**src/rtl/seg7_scan_driver.sv**
```systemverilog
// seg7_scan_driver: eight-digit time-multiplexed common-anode seven-segment
// driver. A scan-rate divider advances a 3-bit digit index. Registered SEG/DIG
// outputs update together on every edge, so digit and segments never skew.
module seg7_scan_driver #(
   parameter int unsigned SCAN_DIV = 100000
) (
   input  logic       clk,
   input  logic       rst,
   input  logic [3:0] num0,
   input  logic [3:0] num1,
   input  logic [3:0] num2,
   input  logic [3:0] num3,
   input  logic [3:0] num4,
   input  logic [3:0] num5,
   input  logic [3:0] num6,
   input  logic [3:0] num7,
   output logic [7:0] SEG,
   output logic [7:0] DIG
);

   localparam int unsigned    CNT_W   = (SCAN_DIV > 1) ? $clog2(SCAN_DIV) : 1;
   localparam logic [CNT_W-1:0] CNT_MAX = CNT_W'(SCAN_DIV - 1);

   logic [CNT_W-1:0] div_cnt;
   logic             scan_tick;
   logic [2:0]       idx;
   logic [3:0]       cur_num;
   logic [7:0]       cur_seg;

   // Active-low segment pattern {dp,g,f,e,d,c,b,a}; dp is always off.
   function automatic logic [7:0] decode(input logic [3:0] v);
      logic [7:0] s;
      case (v)
         4'h0:    s = 8'hC0;
         4'h1:    s = 8'hF9;
         4'h2:    s = 8'hA4;
         4'h3:    s = 8'hB0;
         4'h4:    s = 8'h99;
         4'h5:    s = 8'h92;
         4'h6:    s = 8'h82;
         4'h7:    s = 8'hF8;
         4'h8:    s = 8'h80;
         4'h9:    s = 8'h90;
         4'hA:    s = 8'h88;
         4'hB:    s = 8'h83;
         4'hC:    s = 8'hC6;
         4'hD:    s = 8'hA1;
         4'hE:    s = 8'h86;
         default: s = 8'h8E;
      endcase
      return s;
   endfunction

   // Terminal count of the divider; with SCAN_DIV=1 this is true every cycle.
   assign scan_tick = (div_cnt == CNT_MAX);

   // Scan-rate divider: counts 0..SCAN_DIV-1 and wraps.
   always_ff @(posedge clk) begin
      if (!rst) begin
         div_cnt <= '0;
      end else if (scan_tick) begin
         div_cnt <= '0;
      end else begin
         div_cnt <= div_cnt + CNT_W'(1);
      end
   end

   // Digit index advances once per scan tick and wraps 7 -> 0 naturally.
   always_ff @(posedge clk) begin
      if (!rst) begin
         idx <= '0;
      end else if (scan_tick) begin
         idx <= idx + 3'd1;
      end
   end

   // Select the live input for the digit currently being scanned.
   always_comb begin
      cur_num = num0;
      case (idx)
         3'd0:    cur_num = num0;
         3'd1:    cur_num = num1;
         3'd2:    cur_num = num2;
         3'd3:    cur_num = num3;
         3'd4:    cur_num = num4;
         3'd5:    cur_num = num5;
         3'd6:    cur_num = num6;
         default: cur_num = num7;
      endcase
      cur_seg = decode(cur_num);
   end

   // Output register: SEG and DIG change on the same edge; dark in reset.
   always_ff @(posedge clk) begin
      if (!rst) begin
         SEG <= '1;
         DIG <= '1;
      end else begin
         SEG <= cur_seg;
         DIG <= ~(8'b1 << idx);
      end
   end

endmodule

```
**config.mk**
```make
export PLATFORM = sky130hd
export DESIGN_NAME = seg7_scan_driver
export DESIGN_NICKNAME = d
export VERILOG_FILES = /design/src/rtl/seg7_scan_driver.sv
export SDC_FILE = /design/constraint.sdc
export NUM_CORES = 1
export LEC_CHECK = 0
export CAP_MARGIN = 20
export CORE_ASPECT_RATIO = 0.75
export CORE_MARGIN = 1
export CORE_UTILIZATION = 56
export DETAILED_ROUTE_END_ITERATION = 10
export DONT_BUFFER_PORTS = 1
export GPL_ROUTABILITY_DRIVEN = 0
export PLACE_DENSITY = 0.77
export SYNTH_ARGS = -nofsm -noshare
export SYNTH_HDL_FRONTEND = slang
export SYNTH_SLANG_ARGS = --single-unit
```
**constraint.sdc**
```tcl
create_clock -name clk -period 3.35 [get_ports clk]
set_input_delay 0.335 -clock clk [delete_from_list [all_inputs] [get_ports clk]]
set_output_delay 0.335 -clock clk [all_outputs]
set_load 0.005 [all_outputs]
```
==> metrics.yaml <==
post_dp_cell_area_mm2: 0.001782
die_y_um: 50.80
clk_latency_ps: 280
core-area_mm2: 0.002978
worst-path-buf-inv: 2
finalWirelength_um: 3794
cp-end-kind: "flip-flop"
drc: 0
post_cts_buffers: 0
cp_slowest_cell: "or4_4"
cp_max_fo: 10
critical_path.max_stage_delay_ps: 660
cts_sinks: 35
cts_tree: "yes"
async_flop_share_pct: 0
finalInstanceArea_mm2: 0.001882
grt_use_total_pct: 24.33
leakage_nw: 0.7348
finClkSkew_ps: 2.639
status: "completed"
netlist_area_mm2: 0.001778
synth.distinct_cells: 40
dr.pass1.iters: 4
wl_per_cell_um: 16.14
syn-mean-instance-area_um2: 9.025
layout_commonest_cell: "dfxtp_1"
clk_pin_slew_worst_paths_ps: 70
worst_slew_pin_slew_ps: 561.6
setup.worst_path.class: "flip-flop to flip-flop"
drtAntennaViolNets: 0
cts_resized: 0
path_cells: "inv_1 -> ha_1 -> or4_4 -> o22ai_1 -> inv_1 -> ha_1 -> or3_1 -> o21ai_1 -> o21ai_1"
maxSlewHeadroom_pct: 62.56
synth_cells: 197
finalCritPeriodShare_pct: 93.49
layout.nets: 243
setup_viol: 0
dp_slack_ps: 296.3
drive_gt1_share_pct: 9.137
finalPower_uw: 809.4
cts_root_buf: "clkbuf_8"
place_hpwl_um: 2771
via_count: 1412
max-cap-violations: 0
initial_utilization_pct: 59.71
cts_made_buffers: 5
antenna_found_initial: 0
cts.hold.buffers_added: 0
path_delay_family: "simple AND/OR/NAND/NOR gates"
dieWidth_um: 67.07
cp_data_required_time_ps: 3520
dpl.cell_count: 227
num_rows: 17
hold_class: "input pin to flip-flop"
period_needed_ps: 3132
grt_pass1_vias: 1334
io-pin-count: 50
stdcell_count: 235
hold_viol: 0
fp.dieArea_mm2: 0.003407
synth-seq-cells: 35
startpoint_type: "flip-flop"
viasPerCell: 6.009
drtIter0Drc: 97
grt_pass1_wl_um: 5989
synth_flop_cell: "dfxtp_1"
yosysSeqAreaShare_pct: 39.41
htreeDepth: 2
crit_arrival_ps: 3300
overflow: 0
rsz0062_at_grt: "no"
io_buffers: 0
ir_drop_mv: 0.2156
power_density_mw_per_mm2: 430.1
setup_slack_ps: 218.2
fmax_ghz: 0.3193
syn-num-nets: 244
grt_max_degree: 21
final_cell_mix: "dfxtp_1 (35), nand2_1 (22), nor2_1 (21)"
synth-edff-count: 0
antenna_cells: 0
clockBufferDepth: 2
ys_warn_count: 0
maxSlewViolCount: 0
final.setup.tns_ps: 0
syn_to_final_growth_pct: 5.841
state kept, by name, indices dropped and copies added, names as in the netlist:
register,count
div_cnt,17
DIG,8
idx,3
SEG,7
layout make-up:
cell class	instances	area (µm²)
clock buffer	8	100.1
fill	262	1096
inverter	7	26.28
multi-input combinational	145	992.2
sequential	35	700.7
tap	38	47.55
timing repair buffer	2	15.01
synthesized netlist by cell type, types with 3 or more instances:
| cell | n | area [µm²] |
|---|---|---|
| and3_1 | 3 | 18.77 |
| mux2i_1 | 5 | 50.05 |
| nand2_1 | 22 | 82.58 |
| clkbuf_1 | 5 | 18.77 |
| inv_1 | 7 | 26.28 |
| xnor2_1 | 5 | 43.79 |
| o221ai_1 | 4 | 35.03 |
| nor2_1 | 21 | 78.83 |
| and2_1 | 3 | 18.77 |
| a22oi_1 | 4 | 30.03 |
| nor3_1 | 4 | 20.02 |
| xor2_1 | 11 | 96.34 |
| nand3_1 | 12 | 60.06 |
| a32oi_1 | 3 | 26.28 |
| o21ai_0 | 3 | 15.01 |
| dfxtp_1 | 35 | 700.7 |
| a21oi_1 | 4 | 20.02 |
| ha_1 | 13 | 162.7 |
per-stage QoR:
| step | hold WS (ps) | utilization (%) |
|---|---|---|
| 6_report | 128.0 | 63.19 |
| 5_1_grt | 120.8 | 63.19 |
| 4_1_cts | 118.1 | 63.19 |
| 3_5_place_dp | 413.1 | 59.83 |
| 3_3_place_gp | 418.9 | 59.83 |
| 2_1_floorplan | 417.5 | - |
metal layers:
| layer | wire length [µm] | up-vias | track usage [%] |
|---|---|---|---|
| met5 | 0 | - | 0 |
| met4 | 74 | 0 | 12.41 |
| met3 | 296 | 9 | 8.636 |
| met2 | 1752 | 54 | 38.17 |
| met1 | 1670 | 661 | 28.99 |
| li1 | - | 688 | - |
final timing paths:
| kind | depth (start not counted) | endpoint | slack (ps) | from |
|---|---|---|---|---|
| hold / removal | 1 | DIG[3]$_SDFF_PN1_ | 130 | rst |
| setup reg to reg | 9 | SEG[0]$_SDFF_PN1_ | 220 | idx[0]$_SDFFE_PN0P_ |
| hold reg to reg | 1 | div_cnt[0]$_SDFF_PP0_ | 450 | div_cnt[0]$_SDFF_PP0_ |
| setup / recovery | 9 | SEG[0]$_SDFF_PN1_ | 220 | idx[0]$_SDFFE_PN0P_ |
kinds of logic after synthesis:
family	share of synthesized area, %
simple gates	19.14
compound gates	15.97
flops	39.41
buf+inv	4.786
xor+xnor	7.882
fa+ha+maj	9.149
mux	3.448
other cells	0.2109
where the power goes:
group | switching, mW | internal (mW)
clock network | 0.141 | 0.187
registers | 0.00667 | 0.427
logic | 0.0272 | 0.0197
total | 0.175 | 0.634
(Power assumes the default switching activity.)
